## config.mk

```make
export PLATFORM = sky130hd
export DESIGN_NAME = byte_serial_adder64
export DESIGN_NICKNAME = d
export VERILOG_FILES = /design/src/rtl/byte_serial_adder64.sv
export SDC_FILE = /design/constraint.sdc
export NUM_CORES = 1
export LEC_CHECK = 0
export BUFFER_PORTS_ARGS = -buffer_cell sky130_fd_sc_hd__buf_2
export CAP_MARGIN = 5
export CORE_MARGIN = 4
export CORE_UTILIZATION = 56
export CTS_CLUSTER_SIZE = 14
export DETAILED_ROUTE_END_ITERATION = 6
export PLACE_DENSITY = 0.8
export SETUP_SLACK_MARGIN = 0.4
export SLEW_MARGIN = 10
export SYNTH_ARGS = -nofsm -noshare
export SYNTH_HDL_FRONTEND = slang
export SYNTH_SLANG_ARGS = --single-unit
```

## constraint.sdc

```tcl
create_clock -name clk -period 9 [get_ports clk]
set_clock_uncertainty 0.05 [all_clocks]
set_input_delay 0.9 -clock clk [delete_from_list [all_inputs] [get_ports clk]]
set_output_delay 0.9 -clock clk [all_outputs]
set_load 0.01 [all_outputs]
```

## src/rtl/byte_serial_adder64.sv

```systemverilog
// 64-bit adder built from one 8-bit ripple-carry stage reused across eight byte lanes.
// Operands are latched on start; one byte is added per cycle with the carry kept in a register.

module rca8 (
  input  logic [7:0] x,
  input  logic [7:0] y,
  input  logic       ci,
  output logic [7:0] s,
  output logic       co
);

  logic [8:0] c;

  always_comb begin
    c    = '0;
    s    = '0;
    c[0] = ci;
    for (int unsigned i = 0; i < 8; i++) begin
      s[i]   = x[i] ^ y[i] ^ c[i];
      c[i+1] = (x[i] & y[i]) | (c[i] & (x[i] ^ y[i]));
    end
    co = c[8];
  end

endmodule

module byte_serial_adder64 (
  input  logic        clk,
  input  logic        rst,
  input  logic        start,
  input  logic [63:0] a,
  input  logic [63:0] b,
  input  logic        cin,
  output logic [63:0] sum,
  output logic        cout,
  output logic        overflow,
  output logic        busy,
  output logic        done
);

  typedef enum logic [1:0] {
    IDLE = 2'd0,
    RUN  = 2'd1,
    DONE = 2'd2
  } state_t;

  state_t      state, state_nx;
  logic [2:0]  idx;
  logic [63:0] a_reg, b_reg, psum;
  logic        carry_reg;

  logic [7:0]  a_slice, b_slice, rca_s;
  logic        rca_c;
  logic        last;

  assign a_slice = a_reg[{idx, 3'b000} +: 8];
  assign b_slice = b_reg[{idx, 3'b000} +: 8];
  assign last    = (idx == 3'd7);

  rca8 u_rca (
    .x  (a_slice),
    .y  (b_slice),
    .ci (carry_reg),
    .s  (rca_s),
    .co (rca_c)
  );

  always_ff @(posedge clk or posedge rst) begin
    if (rst) state <= IDLE;
    else     state <= state_nx;
  end

  always_comb begin
    state_nx = state;
    unique case (state)
      IDLE:    if (start) state_nx = RUN;
      RUN:     if (last)  state_nx = DONE;
      DONE:    state_nx = IDLE;
      default: state_nx = IDLE;
    endcase
  end

  always_ff @(posedge clk or posedge rst) begin
    if (rst) begin
      idx       <= '0;
      a_reg     <= '0;
      b_reg     <= '0;
      psum      <= '0;
      carry_reg <= 1'b0;
      sum       <= '0;
      cout      <= 1'b0;
      overflow  <= 1'b0;
    end else begin
      if (state == IDLE && start) begin
        a_reg     <= a;
        b_reg     <= b;
        carry_reg <= cin;
        idx       <= '0;
      end else if (state == RUN) begin
        psum[{idx, 3'b000} +: 8] <= rca_s;
        carry_reg <= rca_c;
        idx       <= idx + 3'd1;
        if (last) begin
          // byte 7 comes straight from the stage; psum has not captured it yet
          sum      <= {rca_s, psum[55:0]};
          cout     <= rca_c;
          overflow <= a_reg[63] ^ b_reg[63] ^ rca_s[7] ^ rca_c;
        end
      end
    end
  end

  assign busy = (state != IDLE);
  assign done = (state == DONE);

endmodule

```

==> results.md, run 1 <==
- The pin count of the biggest net entering global routing is 105.
- Per report_power, the clock group accounts for 20.1% of the total.
- The number of global-route vias before repair is 6675.
- The share of total power in sequential cells is 36.4%.
- After global routing the overflow that remains totals 0.
- The count of hold-fix buffers inserted at cts is 0.
- After synthesis, the cell types taking the most area are dfrtp_1, mux2_1, mux4_2, mux2i_1, nand2_1.
- The ratio of final minimum period to clock period is 59.49%.
- For this run, the slowest stage of the critical path takes 0.69 ns.
- For this run, the number of Yosys warnings is 0.
- In this run the worst hold path is classified as flop to flop.
- Setup repair after global routing left no endpoint under its margin.
- The routed via count divided by cell count is 5.315.
- The critical register-to-register path endpoint is overflow.
- dfrtp_1 is the most common cell in the netlist.
- The library cell with the largest summed area after synthesis is dfrtp_1.
- The final instance count without filler cells is 1201.
- The initial utilization of the core area, before any placement, comes to 57.78%.
- The cell area after synthesis is 10990 sq um.
- In this run, post-CTS repair resized a total of 0 instances.
- The register-to-register setup slack is 3.65 ns.
- The share of the synthesized area in the top cell type is 58.29%.
- The final layout contains 1064 nets.
- Summing over every cut layer, the via total after detailed routing is 6383.
- In this run the number of H-tree levels came out at 1.
- The cell that appears most often on the critical path is fa_1.
- After routing, the total negative slack on setup checks comes to 0 ns.
- The remaining routing DRC violations is 0.
- The overall die area is 21930 sq um.
- The total half-perimeter wirelength after legalization and detailed placement is 15.74 mm.
- The setup-violating endpoint count in the final report is 0.
- The maximum vdd drop is 0.3179 mV.
- STA puts the critical path data arrival time at 5.66 ns.
- The slowest cell on the critical path is fa_1.
- Hold timing on the final database bottoms out at a slack of 0.4196 ns.
- The routability congestion estimate is 0.7792.
- The gate count after technology mapping is 726.
- The TritonCTS clock tree is built.
- The worst-skew pair later-pin latency is 0.52 ns.
- The total count of max-transition violations in the final report is 0.
- Internal power comes to 3.500 mW.
- The floorplan has 50 rows.
- The post-synthesis to final-layout area growth is 17.98%.
- The die is 148.1 um wide.
- The maximum root-to-sink buffer count is 3.
- The final routed wirelength across all metal layers is 22.62 mm.
- The initial antenna violation count is 10.
- The number of flops mapped to enable cells by yosys is 0.
- The hold path startpoint is sum[51].
- The transition at the pin with the smallest max-transition slack is 1.030 ns.
- The share of synthesized area occupied by flip-flops and latches is 58.29%.
- The TritonCTS sink count is 256.
- The number of DRC markers after the initial detailed-route iteration is 284.
- The biggest fanout along the worst timing path is 25.
- Broken down by cell family, the worst path's largest delay share belongs to adder cells.
- After detailed routing, the average wire length per cell comes to 18.83 um.
- The die is 148.1 um tall.
- The run finished with clean final reports.
- The average cell area after synthesis is 15.14 sq um.
- The first global-routing pass estimated 36.42 mm of wire.
- By count the netlist is led by dfrtp_1, mux2_1, nand2_1.
- The cell sitting at the root of the clock tree is a clkbuf_16.
- The worst endpoint required time is 9.31 ns.
- The length of the first detailed-routing pass in iterations is 6.
- The startpoint identified for the worst register-to-register timing path is idx[0].
- The post-synthesis cell type count is 39.
- The tool flagged a number of max-cap violations equal to 0.
- The class of the most critical setup path is flop to flop.
- The switching power is 2.043 mW.
- The clock period could shrink to 5.354 ns.
- Traced cell by cell, the critical path runs through buf_4 -> mux4_2 -> mux2i_1 -> fa_1 -> inv_1 -> fa_1 -> fa_1 -> inv_1 -> fa_1 -> fa_1 -> fa_1 -> inv_1 -> fa_1 -> fa_1 -> xnor2_1 -> xnor2_1 -> o21ai_0.
- Static timing analysis puts the maximum clock frequency at 186.8 MHz.
- Global routing consumed, over all layers together, 20.90% of the routing resources.
- The count of nets left with antenna violations once routing finished came out at 0.
- The worst hold path terminates at sum[51].
- In the synthesized netlist the dominant register cell turns out to be dfrtp_1.
- In the synthesized netlist the async set-or-reset flop fraction comes to 100.0%.
- After filler insertion, the fill cell instance count of the layout stands at 1406.
- Once placement completed, the tool counted placed cells totaling 1152.
- Power comes to 5.543 mW.
- The switching share of power is 36.86%.
- Summed over all cells, the static leakage comes to 6.278 nW.
- The number of buffers inserted during clock tree synthesis is 26.
- STA classifies the critical path startpoint as a flop.
- After clock tree synthesis, the clock-pin slew on the worst setup and hold paths is 0.06 ns.
- The share of layout cells above drive strength 1 is 31.81%.
- Synthesis produced a netlist with a net count of 870.
- The number of hold violations in the final report is 0.
- Input and output buffers added on the ports amount to 199.
- The total core area is 19020 sq um.
- Synthesis inferred 256 register bits.
- The cell depth of the worst hold path is 2.
- The number of buffers inserted by post-CTS setup repair is 0.
- In this run, the combinational gates consume 43.5% of the power.
- In this run the tightest slew margin relative to its limit is 31.15%.
- The number of I/O pins is 200.
- STA classifies the critical path endpoint as a flop.
- The worst register-to-register path has a depth of 17.
- Together, buffers and inverters on the worst path number 4.
- The power density over the cells is 427.5 nW/um^2.
-- metrics by stage --
stage               setup slack (ns)  instance area (sq um)  util [%]
finish                         3.646                  12960     68.17
global route                   3.287                  12960     68.17
CTS                            3.584                  12960     68.16
detailed placement             3.591                  12060     63.43
global placement               3.743                  12060     63.43
floorplan                      1.008                  10990         -
-- placed cells by master (no fill, tap or decap), types with 4 or more instances in the layout --
cell type	instances
fa_1	8
mux4_2	32
clkbuf_8	6
buf_2	199
o21ai_0	33
dfrtp_1	254
mux2_1	182
mux2_4	4
clkbuf_1	8
buf_4	7
nand2_1	60
ha_1	4
inv_1	36
mux2i_1	36
clkinv_2	4
clkbuf_16	27
-- cell families after synthesis --
logic type | Yosys count | share of synthesized area (%)
muxes | 257 | 29.34
DFF | 256 | 58.29
and+or+nand+nor | 81 | 4.144
buffers and inverters | 78 | 4.156
AOI/OAI and AO/OA | 39 | 1.913
adders and majority gates | 12 | 1.913
xor gates and xnor gates | 3 | 0.2391
-- how the worst max path moves through the flow --
stage,startpoint,to,cells past startpoint
floorplan,rst,a_reg[0],1
global placement,idx[0],overflow,17
detailed placement,idx[0],overflow,17
CTS,idx[0],overflow,17
global route,idx[0],overflow,17
finish,idx[0],overflow,17
-- layout make-up --
| type | instances | area, sq um | share of cell area, % |
|---|---|---|---|
| sequential | 256 | 6409 | 49.43 |
| clock inverter | 7 | 110.1 | 0.8493 |
| multi-input combinational | 392 | 4131 | 31.87 |
| tap | 260 | 325.3 | 2.509 |
| clock buffer | 41 | 788.3 | 6.080 |
| inverter | 38 | 150.1 | 1.158 |
| antenna | 1 | 2.502 | 0.01930 |
| timing repair buffer | 206 | 1049 | 8.087 |
-- routing by layer --
metal	wire, um	track usage (%)	part of all wire (%)
met5	97	0	0.43
met4	481	4.342	2.1
met3	1439	5.545	6.4
met2	10590	33.25	47
met1	10010	29.60	44
-- worst reg2reg max path: stages, from the launching register on --
cell	delay (ns)
dfrtp_2	0.60
buf_4	0.51
mux4_2	0.58
mux2i_1	0.28
fa_1	0.23
inv_1	0.05
fa_1	0.37
fa_1	0.36
inv_1	0.07
fa_1	0.19
fa_1	0.21
fa_1	0.18
inv_1	0.05
fa_1	0.39
fa_1	0.69
xnor2_1	0.18
xnor2_1	0.13
o21ai_0	0.08
-- power groups by stage --
| stage | clock, mW | combinational [mW] | sequential, mW |
|---|---|---|---|
| floorplan | 0 | 1.67 | 2.00 |
| global placement | 0 | 2.35 | 2.02 |
| detailed placement | 0 | 2.44 | 2.04 |
| CTS | 1.14 | 2.45 | 2.02 |
| global route | 1.19 | 2.65 | 2.09 |
| finish | 1.12 | 2.41 | 2.02 |
(Power assumes the default switching activity.)
==> run 2: changes to the inputs <==
==> constraint.sdc (replaced) <==
create_clock -name clk -period 5.5 [get_ports clk]
set_clock_uncertainty 0.05 [all_clocks]
set_input_delay 0.55 -clock clk [delete_from_list [all_inputs] [get_ports clk]]
set_output_delay 0.55 -clock clk [all_outputs]
set_load 0.01 [all_outputs]
==> run 2 against run 1 <==
Cell area increased by 0.45%; first-iteration DRC count increased by 18%; via count increased by 1.1%; largest power group unchanged; highest routed layer unchanged; non-clock buffer count increased by 8.
==> results.md, run 2 (synthesis gave the netlist of run 1 again) <==
- The data arrival time at the worst-slack endpoint came to 5.21 ns (-0.45 ns).
- The share of layout cells above drive strength 1 is 32.31% (+0.50 points).
- The switching share of power was 37.29% (+0.43 points).
- The number of cells in the design after placement is 1155 (+0.26%).
- The routed length per instance is 19.02 um (+1.0%).
- The class of the most critical setup path is flop to flop.
- The root cell of the clock tree is clkbuf_16.
- The number of levels in the clock H-tree is 1 (unchanged).
- The worst-skew pair later-pin latency is 0.52 ns (about the same).
- The clock network power share came to 19.5% (-0.6 points).
- The multi-input gate area in the final layout is 4131 sq um (unchanged).
- The internal power is 5.731 mW (+64%).
- The number of fill cells in the layout came to 1384 (-1.6%).
- The number of maximum-capacitance constraint violations is 0 (unchanged).
- The number of global-route vias before repair is 6825 (+2.2%).
- The number of DRC markers after the initial detailed-route iteration was 334 (+18%).
- The clock transition at the registers of the reported paths is 0.06 ns (about the same).
- The worst endpoint required time is 5.83 ns (-3.48 ns).
- The overall die area is 21930 sq um (unchanged).
- The transition at the pin with the smallest max-transition slack came to 0.9030 ns (-0.1267 ns).
- The total count of max-transition violations in the final report is 0 (unchanged).
- The final instance count without filler cells came to 1209 (+0.67%).
- The sum of negative setup slack is 0 ns (unchanged).
- The clock period minus worst slack came to 4.885 ns (-0.4690 ns).
- TritonCTS built the clock tree.
- The post-layout utilization of the core came to 68.48% (+0.31 points).
- The setup-violating endpoint count in the final report is 0 (unchanged).
- The total chip power is 9.139 mW (+65%).
- The cell family contributing the most delay on the critical path is adder cells.
- The cell that appears most often on the critical path is fa_1.
- The sum of buffers and inverters on the critical path is 3 (-1).
- The overall die height is 148.1 um (unchanged).
- The total half-perimeter wirelength after legalization and detailed placement is 16.10 mm (+2.3%).
- The number of hold violations in the final report is 0 (unchanged).
- The initial antenna violation count came to 5 (-5).
- The biggest cell delay along the critical path came to 0.78 ns (+0.09 ns).
- The static leakage came to 6.303 nW (+0.40%).
- The biggest fanout along the worst timing path is 26 (+4.0%).
- The remaining global-route overflow is 0 (unchanged).
- The final standard cell area without fillers is 13020 sq um (+0.45%).
- The top cell types in the final layout, fill and taps aside, are dfrtp_1, buf_2, mux2_1.
- The path class of the tightest hold or removal check is input port to flop.
- The pin count of the biggest net entering global routing was 133 (+27%).
- The number of nets with antenna violations after detailed routing is 0 (unchanged).
- The area of placed instances was 12100 sq um (+0.26%).
- The share of total power in sequential cells was 36.7% (+0.3 points).
- The maximum vdd drop is 0.4817 mV (+52%).
- The post-synthesis to final-layout area growth is 18.51%.
- The initial cell density of the core came to 57.78% (unchanged).
- The max-slew headroom at the worst pin was 39.80% (+8.7 points).
- The maximum root-to-sink buffer count is 3 (unchanged).
- The routability congestion estimate is 0.8007 (+2.8%).
- The number of nets in the layout is 1072 (+0.75%).
- The run finished with clean final reports.
- The switching power is 3.408 mW (+67%).
- The flip-flop and latch area is 6411 sq um (about the same).
- The type of destination of the critical path is a flop.
- The total core area was 19020 sq um (unchanged).
- The length of the first detailed-routing pass in iterations is 5 (-1).
- The number of I/O pins is 200 (unchanged).
- The final routed wirelength across all metal layers is 23.00 mm (+1.7%).
- The routed via count divided by cell count is 5.337 (+0.43%).
- The remaining routing DRC violations is 0 (unchanged).
- STA classifies the critical path startpoint as a flop.
- The width of the die came to 148.1 um (unchanged).
- The total track usage was 21.40% (+0.51 points).
- The number of buffer cells added on primary ports is 199 (unchanged).
- The ratio of final minimum period to clock period came to 88.82% (+29 points).
- The timing-limited maximum frequency is 204.7 MHz (+9.6%).
- Setup repair after global routing left no endpoint under its margin.
- The first-pass GRT wire length is 37.14 mm (+2.0%).
- The total number of placement rows is 50 (unchanged).
- The critical path goes through mux4_2 -> mux2i_1 -> fa_1 -> inv_1 -> fa_1 -> fa_1 -> inv_1 -> fa_1 -> fa_1 -> fa_1 -> inv_1 -> fa_1 -> fa_1 -> xnor2_1 -> xnor2_1 -> o21ai_0.
- The TritonCTS sink count was 256 (unchanged).
- For this design, the slowest cell found on the critical path is dfrtp_2.
- The most frequent standard cell in the layout excluding fill and tap cells is dfrtp_1.
- The via count was 6453 (+1.1%).
- The combinational share of power came to 43.8% (+0.3 points).
- The number of buffers inserted during clock tree synthesis is 26 (unchanged).
- The power density over the cells is 701.7 nW/um^2 (+64%).
## run 2: power groups by stage
stage               Combinational (mW)  Sequential [mW]  Clock [mW]
global route                      4.39             3.47        1.91
finish                            4.00             3.35        1.78
global placement                  3.85             3.36           0
floorplan                         2.74             3.27           0
CTS                               4.05             3.37        1.82
detailed placement                4.00             3.40           0
## run 2: repair_timing
| action | 4_1_cts | 5_1_grt |
|---|---|---|
| buffers inserted | 0 | 4 |
| hold buffers | 1 | 0 |
| gates resized for setup | 0 | 1 |
| endpoints found under the hold margin | 7 | 0 |
| setup endpoints to repair | 0 | 6 |
## run 2: area by class of cell
class                      count  share of cell area (%)
timing repair buffer         214                   8.627
clock inverter                 6                  0.6341
multi-input combinational    392                   31.72
antenna                        2                 0.03843
sequential                   256                   49.23
inverter                      38                   1.124
clock buffer                  41                   6.129
tap                          260                   2.498
## run 2: worst paths after layout
check	cells after the start	to	from	slack, ns
min in group asynchronous	3	sum[54]	rst	0.49
min reg2reg	2	sum[8]	sum[8]	0.42
max	16	overflow	idx[2]	0.61
max in group asynchronous	4	sum[5]	rst	3.75
min	2	a_reg[43]	a[43]	0.19
max reg2reg	16	overflow	idx[2]	0.61
## run 2: stage by stage
stage / hold slack (ns) / setup WS, ns
floorplan: 0.4003 / 0.9001
global placement: 0.4061 / 0.6457
detailed placement: 0.4150 / 0.5378
CTS: 0.1765 / 0.4578
global route: 0.1811 / 0.4202
finish: 0.1904 / 0.6148
## run 2: routing by layer
metal	vias up	GRT usage, %	share of wire, %	wire length (um)
met1	3246	30.07	43	9953
li1	2951	-	-	-
met2	201	35.26	48	11130
met5	-	0	0.18	42
met3	47	3.900	5.9	1365
met4	8	5.219	2.2	507
